<file path="src/rtl/select_scanner_if.sv">
// Handshake and data bundle between a scan controller and the channel-select scanner.
// The master drives the control inputs. The slave returns the select vector and the status strobes.
interface select_scanner_if #(
    parameter int unsigned N_CH    = 32,
    parameter int unsigned IDX_W   = 5,
    parameter int unsigned DWELL_W = 16
);
    logic               start;
    logic               stop;
    logic               continuous;
    logic [N_CH-1:0]    ch_mask;
    logic [DWELL_W-1:0] dwell;
    logic [N_CH-1:0]    select;
    logic [IDX_W-1:0]   ch_idx;
    logic               busy;
    logic               sample;
    logic               done;

    modport master (
        output start, stop, continuous, ch_mask, dwell,
        input  select, ch_idx, busy, sample, done
    );

    modport slave (
        input  start, stop, continuous, ch_mask, dwell,
        output select, ch_idx, busy, sample, done
    );
endinterface

</file>
<file path="src/rtl/select_scanner.sv">
// Steps a one-hot channel select through the enabled channels, holding each one for a programmable dwell.
// It strobes sample on each channel's last dwell cycle and done at the end of every sweep.
module select_scanner #(
    parameter int unsigned N_CH    = 32,
    parameter int unsigned IDX_W   = 5,
    parameter int unsigned DWELL_W = 16
) (
    input  logic             clk,
    input  logic             rst,
    select_scanner_if.slave  bus
);
    typedef enum logic {
        IDLE  = 1'b0,
        DWELL = 1'b1
    } state_t;

    state_t             state;
    state_t             state_n;

    logic [N_CH-1:0]    mask_q;
    logic [N_CH-1:0]    mask_n;
    logic [DWELL_W-1:0] reload_q;
    logic [DWELL_W-1:0] reload_n;
    logic [DWELL_W-1:0] cnt_q;
    logic [DWELL_W-1:0] cnt_n;
    logic               cont_q;
    logic               cont_n;
    logic [IDX_W-1:0]   cur_q;
    logic [IDX_W-1:0]   cur_n;

    logic [N_CH-1:0]    select_q;
    logic [N_CH-1:0]    select_n;
    logic [IDX_W-1:0]   ch_idx_q;
    logic [IDX_W-1:0]   ch_idx_n;
    logic               busy_q;
    logic               busy_n;
    logic               sample_q;
    logic               sample_n;
    logic               done_q;
    logic               done_n;

    logic [N_CH-1:0]    above;
    logic [N_CH-1:0]    higher;
    logic               has_higher;
    logic               start_ok;
    logic               wrap_ok;
    logic               last_cycle;
    logic [DWELL_W-1:0] dwell_reload;

    // Priority encoder: index of the lowest set bit, 0 when the vector is empty.
    function automatic logic [IDX_W-1:0] lowest_idx(input logic [N_CH-1:0] v);
        logic [IDX_W-1:0] idx;
        idx = '0;
        for (int i = int'(N_CH) - 1; i >= 0; i--) begin
            if (v[i]) begin
                idx = IDX_W'(i);
            end
        end
        return idx;
    endfunction

    // Enabled channels strictly above the current one
    always_comb begin
        above = '0;
        for (int unsigned i = 0; i < N_CH; i++) begin
            above[i] = (IDX_W'(i) > cur_q);
        end
    end

    assign higher       = mask_q & above;
    assign has_higher   = |higher;
    assign dwell_reload = (bus.dwell == '0) ? '0 : bus.dwell - DWELL_W'(1);
    assign start_ok     = bus.start && (|bus.ch_mask);
    assign wrap_ok      = cont_q && (|bus.ch_mask);
    assign last_cycle   = (cnt_q == '0);

    // State register
    always_ff @(posedge clk) begin
        if (rst) begin
            state <= IDLE;
        end else begin
            state <= state_n;
        end
    end

    // Next-state logic; stop overrides everything but reset
    always_comb begin
        state_n = state;
        if (bus.stop) begin
            state_n = IDLE;
        end else begin
            case (state)
                IDLE: begin
                    if (start_ok) begin
                        state_n = DWELL;
                    end
                end
                DWELL: begin
                    if (last_cycle && !has_higher && !wrap_ok) begin
                        state_n = IDLE;
                    end
                end
                default: state_n = IDLE;
            endcase
        end
    end

    // Datapath and next values of the registered outputs
    always_comb begin
        mask_n   = mask_q;
        reload_n = reload_q;
        cont_n   = cont_q;
        cur_n    = cur_q;
        cnt_n    = cnt_q;
        done_n   = 1'b0;
        select_n = '0;
        ch_idx_n = '0;
        busy_n   = 1'b0;
        sample_n = 1'b0;

        case (state)
            IDLE: begin
                if (start_ok && !bus.stop) begin
                    mask_n   = bus.ch_mask;
                    reload_n = dwell_reload;
                    cont_n   = bus.continuous;
                    cur_n    = lowest_idx(bus.ch_mask);
                    cnt_n    = dwell_reload;
                end
            end
            DWELL: begin
                if (!last_cycle) begin
                    cnt_n = cnt_q - DWELL_W'(1);
                end else if (has_higher) begin
                    cur_n = lowest_idx(higher);
                    cnt_n = reload_q;
                end else begin
                    done_n = !bus.stop;
                    if (wrap_ok) begin
                        mask_n = bus.ch_mask;
                        cur_n  = lowest_idx(bus.ch_mask);
                        cnt_n  = reload_q;
                    end
                end
            end
            default: ;
        endcase

        if (state_n == DWELL) begin
            select_n = N_CH'(1) << cur_n;
            ch_idx_n = cur_n;
            busy_n   = 1'b1;
            sample_n = (cnt_n == '0);
        end
    end

    // Datapath and output registers
    always_ff @(posedge clk) begin
        if (rst) begin
            mask_q   <= '0;
            reload_q <= '0;
            cnt_q    <= '0;
            cont_q   <= 1'b0;
            cur_q    <= '0;
            select_q <= '0;
            ch_idx_q <= '0;
            busy_q   <= 1'b0;
            sample_q <= 1'b0;
            done_q   <= 1'b0;
        end else begin
            mask_q   <= mask_n;
            reload_q <= reload_n;
            cnt_q    <= cnt_n;
            cont_q   <= cont_n;
            cur_q    <= cur_n;
            select_q <= select_n;
            ch_idx_q <= ch_idx_n;
            busy_q   <= busy_n;
            sample_q <= sample_n;
            done_q   <= done_n;
        end
    end

    assign bus.select = select_q;
    assign bus.ch_idx = ch_idx_q;
    assign bus.busy   = busy_q;
    assign bus.sample = sample_q;
    assign bus.done   = done_q;
endmodule

</file>
<file path="src/flat_wrapper.sv">
// flat-port wrapper written by rule: the top's interface ports become plain ports
module select_scanner_flat 
#(
    parameter int unsigned N_CH    = 32,
    parameter int unsigned IDX_W   = 5,
    parameter int unsigned DWELL_W = 16
)
  (clk, rst, bus_start, bus_stop, bus_continuous, bus_ch_mask, bus_dwell, bus_select, bus_ch_idx, bus_busy, bus_sample, bus_done);
  select_scanner_if #(.N_CH(N_CH), .IDX_W(IDX_W), .DWELL_W(DWELL_W)) bus_i ();
  input  logic clk;
  input  logic rst;
  input wire logic [$bits(bus_i.start)-1:0] bus_start;
  input wire logic [$bits(bus_i.stop)-1:0] bus_stop;
  input wire logic [$bits(bus_i.continuous)-1:0] bus_continuous;
  input wire logic [$bits(bus_i.ch_mask)-1:0] bus_ch_mask;
  input wire logic [$bits(bus_i.dwell)-1:0] bus_dwell;
  output wire logic [$bits(bus_i.select)-1:0] bus_select;
  output wire logic [$bits(bus_i.ch_idx)-1:0] bus_ch_idx;
  output wire logic [$bits(bus_i.busy)-1:0] bus_busy;
  output wire logic [$bits(bus_i.sample)-1:0] bus_sample;
  output wire logic [$bits(bus_i.done)-1:0] bus_done;
  assign bus_i.start = bus_start;
  assign bus_i.stop = bus_stop;
  assign bus_i.continuous = bus_continuous;
  assign bus_i.ch_mask = bus_ch_mask;
  assign bus_i.dwell = bus_dwell;
  assign bus_select = bus_i.select;
  assign bus_ch_idx = bus_i.ch_idx;
  assign bus_busy = bus_i.busy;
  assign bus_sample = bus_i.sample;
  assign bus_done = bus_i.done;
  select_scanner #(.N_CH(N_CH), .IDX_W(IDX_W), .DWELL_W(DWELL_W)) u_core (.clk(clk), .rst(rst), .bus(bus_i));
endmodule
</file>
<file path="config.mk">
export PLATFORM = sky130hd
export DESIGN_NAME = select_scanner_flat
export DESIGN_NICKNAME = d
export VERILOG_FILES = /design/src/rtl/select_scanner_if.sv /design/src/rtl/select_scanner.sv /design/src/flat_wrapper.sv
export SDC_FILE = /design/constraint.sdc
export NUM_CORES = 1
export LEC_CHECK = 0
export ABC_CLOCK_PERIOD_IN_PS = 3390
export BUFFER_PORTS_ARGS = -buffer_cell sky130_fd_sc_hd__buf_2
export CAP_MARGIN = 15
export CORE_AREA = 5 5 92 129
export DETAILED_ROUTE_END_ITERATION = 10
export DIE_AREA = 0 0 97 134
export HOLD_SLACK_MARGIN = 0.12
export PLACE_DENSITY = 0.85
export SLEW_MARGIN = 25
export SYNTH_ARGS = -nofsm -noshare
export SYNTH_HDL_FRONTEND = slang
export SYNTH_SLANG_ARGS = --single-unit
</file>
<file path="constraint.sdc">
create_clock -name clk -period 3.39 [get_ports clk]
set_clock_uncertainty 0.05 [all_clocks]
set_input_delay 0.339 -clock clk [delete_from_list [all_inputs] [get_ports clk]]
set_output_delay 0.339 -clock clk [all_outputs]
set_load 0.05 [all_outputs]
</file>
; Word-level counts from Yosys, hierarchy flattened
; Cells that the tools add are included.
[totals]
register_bits = 111
latch_bits = 0
mem_bits_rw = 0
romBits = 0
out_inout_bits = 40
elab_cells = 156
memories = 0
[classes]
add_sub_neg = 2
mul = 0
n_div = 0
n_lt_le_gt_ge = 32
eq_ne = 4
shift = 1
muxes = 85
bitwise = 4
n_reduce_logical = 17
[op_table]
columns = operator, count
row1 = $mux W5, 68
row2 = $mux W32, 4
row3 = $gt A5 B5 Y1 const A, 16
row4 = $mux W16, 5
row5 = $pmux W32 S2, 1
row6 = $reduce_or A32 Y1, 2
row7 = $logic_not A16 Y1, 3
row8 = $gt A4 B5 Y1 const A, 8
row9 = $reduce_or A35 Y1, 1
row10 = $and A32 B32 Y32, 1
row11 = $pmux W16 S2, 1
row12 = $shl A1 B5 Y32 const A, 1
row13 = $sub A16 B1 Y16 const B, 2
row14 = $gt A3 B5 Y1 const A, 4
row15 = $gt A1 B5 Y1 const A, 2
row16 = $gt A2 B5 Y1 const A, 2
row17 = $pmux W5 S2, 1
row18 = $ne A2 B2 Y1 const B, 3
row19 = $logic_and A1 B1 Y1, 5
row20 = $mux W1, 4
row21 = $reduce_and A4 Y1, 1
row22 = $logic_not A1 Y1, 3
row23 = $not A1 Y1, 3
row24 = $ne A2 B1 Y1 const B, 1
row25 = other kinds (3), 3

; Longest topological paths before layout
[depth]
word_depth = 38
depth_mapped = 13
ltp_nobuf = 11

; Least setup slack after synthesis
; Ideal clock, no wire load.
[synth_path]
path_kind = input to register
start = in bus_ch_mask[20]
end = reg u_core.sample_q (netlist: u_core.bus.sample)
setup_time_ns = 0.088
arrival_ns = 2.880
slack_ns = 0.372
stages = 10
n_path_buf = 1
path_cell_list = or4_4 > or4b_4 > o21ai_2 > nor3b_4 > a31oi_2 > buf_6 > o31a_1 > nor4b_2 > nand4_1 > nor4_2
[synth_via]
elab_chain_len = 9
elab_cells_between_ends = 18
[synth_rtl]
columns = element, line_no
row1 = start: declaration, flat_wrapper.sv:15  ; input wire logic [$bits(bus_i.ch_mask)-1:0] bus_ch_mask;
row2 = $reduce_or A32 Y1 (*), "select_scanner.sv:73, select_scanner.sv:74"
row3 = branches (longest 8 deep; another with $mux W16), -
row4 = end signal: assignment, select_scanner.sv:179  ; sample_q <= sample_n;
row5 = end: declaration, select_scanner.sv:37  ; logic sample_q;
; Every way passes the cells marked *.
; A chain may end at the register's enable or synchronous reset.

; Worst setup path in the final report
[layout_path]
start = reg u_core.cur_q[1]
end = reg u_core.select_q[2] (netlist: u_core.bus.select[2])
[layout_via]
elab_chain_len = 38
elab_cells_between_ends = 80
[layout_rtl]
columns = element, line_no
row1 = start: declaration, select_scanner.sv:28  ; logic [IDX_W-1:0] cur_q;
row2 = start signal: assignment, select_scanner.sv:175  ; cur_q <= cur_n;
row3 = $gt A5 B5 Y1, select_scanner.sv:66  ; above[i] = (IDX_W'(i) > cur_q);
row4 = $and A32 B32 Y32, select_scanner.sv:70  ; assign higher = mask_q & above;
row5 = $mux W5 (32 in series), select_scanner.sv:55  ; if (v[i]) begin
row6 = $mux W5, select_scanner.sv:134  ; end else if (has_higher) begin
row7 = $mux W5, select_scanner.sv:132  ; if (!last_cycle) begin
row8 = $pmux W5 S2, select_scanner.sv:121  ; case (state)
row9 = $shl A1 B5 Y32, select_scanner.sv:150  ; select_n = N_CH'(1) << cur_n;
row10 = end signal: assignment, select_scanner.sv:176  ; select_q <= select_n;
row11 = end: declaration, select_scanner.sv:31  ; logic [N_CH-1:0] select_q;
; Parallel ways exist; a longest one is shown, timed or not.

==> impl_metrics.csv <==
group,metric,value,unit
status,status,"finished, final reports clean",
critical_path,worst_r2r_path_depth,12,
sta,tightest_slew,0.7296,ns
synth,async_reset_ff_share,0,%
critical_path,r2r-end,"u_core.bus.select[2]",
clocking,cts_buffer_depth,2,
grt,grt_usage,26.99,%
hold_path,hold_depth,3,
layout,final_cell_mix,"nand2_1 (113), dfxtp_1 (107), buf_2 (92), a21oi_1 (79), nor2_1 (70)",
clocking,cts_buffers,9,
grt,antenna_found_initial,0,
sta,whs,0.2018,ns
layout,final_common_cell,"nand2_1",
layout,drive_gt1_share,23.84,%
floorplan,initial_utilization,55.24,%
synth,synth_edf_count,0,
pwr,powerDensity,451.3,nW/um^2
grt,gr-total-overflow,0,
layout,stdcell_area,7129,um^2
critical_path,crit_type,"reg2reg",
layout,stdcell_count,1022,
synth,synth.distinct_cells,84,
synth,synth_seq_area_share,37.12,%
sta,fmax,300.0,MHz
critical_path,crit_chain,"buf_4, nand2_1, and2_1, o31a_1, nor4_2, buf_4, nand4_1, buf_4, a22oi_2, nor3_2, or2_4, nor3_1",
placement,dp.cells,1002,
clocking,root_buffer,"clkbuf_16",
critical_path,path_buf_inv,3,
critical_path,critPathTopFamily,"simple AND/OR/NAND/NOR gates",
critical_path,critPathRequiredTime,3.62,ns
clocking,cts_sinks,109,
clocking,cts-htree-levels,3,
grt,grt_pass1_vias,6037,
sta,hold_viol,0,
routing,wl_per_cell,18.09,um
critical_path,crit_path_max_incr_delay,0.42,ns
hold_path,min_path_type,"in2reg",
critical_path,critPathLaunchType,"register",
hold_path,holdPathEnd,"u_core.mask_q[7]",
synth,synthCells,761,
pwr,leakagePower,2.855,nW
routing,antenna_left,0,
layout,antenna_cells,0,
placement,dp_hpwl,13500,um
clocking,cts_hold_buf,0,
floorplan,pin_count,93,
critical_path,r2r_slack,0.06,ns
floorplan,std_cell_rows,45,
critical_path,crit_arrival,3.56,ns
layout,area_growth_syn_to_layout,21.29,%
grt,grt_max_degree,70,
synth,synth_seq_cells,109,
sta,post-route-period-util,98.33,%
synth,syn_avg_cell_area,7.724,um^2
critical_path,slowest_stage,"dfxtp_1",
grt,grt_pass1_wl,28810,um
floorplan,fp.coreArea,10640,um^2
clocking,cts_tree,"yes",
clocking,insertion_delay,0.36,ns
critical_path,path_common_cell,"buf_4",
placement,gp_congestion,0.9277,
sta,min_period,3.333,ns
floorplan,die-area,13000,um^2
sta,setup_viol,0,
placement,place_area,6688,um^2
hold_path,worstHoldStart,"bus_ch_mask[7]",
critical_path,end_kind,"register",
sta,slew_headroom,50.91,%
routing,drt-initial-drc-count,602,
floorplan,dieHeight,134,um
critical_path,r2r-start,"u_core.cur_q[1]",
routing,dr.pass1.iters,5,
floorplan,dieWidth,97,um
flow_run,drv_cap,0,
critical_path,cp_max_fo,15,
routing,viasPerCell,6.264,
routing,wirelength,18490,um
clocking,clkTransAtPathRegs,0.08,ns
routing,drc_errors,0,
synth,syn_nets,816,
layout,nets,931,
synth,syn-cell-area,5878,um^2
pwr,irDropWorstVdd,0.2677,mV
routing,vias,6402,
sta,slew_violations,0,
synth,ys.warnings.count,0,
placement,port_buffers,92,
synth,synth_flop_cell,"dfxtp_1",
synth_stat cells (12+ instances only):
| cell type | instances | area (um^2) |
|---|---|---|
| clkbuf_1 | 18 | 67.56 |
| nand2_1 | 113 | 424.2 |
| nor4_1 | 16 | 100.1 |
| o21ai_0 | 29 | 145.1 |
| buf_2 | 16 | 80.08 |
| a211oi_1 | 12 | 90.09 |
| nor2b_1 | 13 | 81.33 |
| dfxtp_1 | 109 | 2182 |
| nor3_1 | 46 | 230.2 |
| nor2_1 | 70 | 262.8 |
| inv_1 | 21 | 78.83 |
| nand3_1 | 18 | 90.09 |
| a21oi_1 | 79 | 395.4 |
| nand2b_1 | 12 | 75.07 |
report_power, final:
| group | switching (W) | total, W | internal [W] |
|---|---|---|---|
| logic | 0.000431 | 0.000707 | 0.000276 |
| registers | 0.0000523 | 0.00138 | 0.00133 |
| clock network | 0.000530 | 0.00113 | 0.000599 |
| total | 0.00101 | 0.00322 | 0.00220 |
state kept, by name, summed over array words and instances (netlist names):
signal and count:
u_core.state 1, u_core.cont_q 1, u_core.bus.sample 1, u_core.bus.select 32, u_core.cur_q 5, u_core.cnt_q 16, u_core.bus.ch_idx 5, u_core.reload_q 16
u_core.mask_q 31, u_core.bus.done 1
logic make-up (layout without fill, tap and decap cells):
family          after synthesis  after routing  synth area share [%]
mux                           1              1                0.1703
xor+xnor                     14             14                 2.086
fa+ha+maj                     2              2                0.4256
flops                       109            109                 37.12
simple gates                360            360                 31.76
buf+inv                      64            184                 4.875
compound gates              211            211                 23.56
tightest hold or removal path, stage by stage:
cell	delay, ns
buf_2	0.12
nand2_1	0.05
a21oi_1	0.05
worst max-delay path by stage:
stage                    startpoint                     to  slack [ns]  depth (start not counted)
floorplan           bus_ch_mask[20]      u_core.bus.sample        0.37                         10
global placement    bus_ch_mask[20]      u_core.bus.sample       -0.03                         11
detailed placement  u_core.cur_q[3]   u_core.bus.select[7]        -0.1                         10
CTS                 u_core.cur_q[1]   u_core.bus.select[2]        0.04                         12
global route        u_core.cur_q[1]  u_core.bus.select[27]       -0.04                         12
finish              u_core.cur_q[1]   u_core.bus.select[2]        0.06                         12
per-layer routing:
metal  track usage [%]  share of wire [%]  routed length [um]  vias to the layer above
li1                  -                  -                   -                     3016
met1             29.01                 36                6619                     2974
met2             49.31                 52                9685                      319
met3             4.683                6.3                1164                       93
met4             15.69                5.5                1023                        0
met5                 0                  0                   0                        -
final cells by class:
type | instances | area, um^2
multi-input combinational | 588 | 3498
inverter | 23 | 86.33
sequential | 109 | 2185
timing repair buffer | 145 | 858.3
fill | 893 | 3512
tap | 141 | 176.4
clock inverter | 7 | 100.1
clock buffer | 9 | 225.2
what timing repair did:
action                                  4_1_cts  5_1_grt
setup buffers                                 0        4
gates cloned                                  0        0
gates resized for setup                       4       21
pin swaps                                     0        4
endpoints found under the setup margin       33       33
metrics by stage:
step                util [%]  TNS [ns]  setup WS (ns)  total power [W]
floorplan                  -         0         0.3721         0.001830
global placement       62.85  -0.02711       -0.02711         0.002057
detailed placement     62.85   -0.8829       -0.09712         0.002066
CTS                    65.98         0        0.03870         0.003185
global route           67.00   -0.2173       -0.04169         0.003338
finish                 67.00         0        0.05657         0.003217
Power figures use the tool's default switching activity.
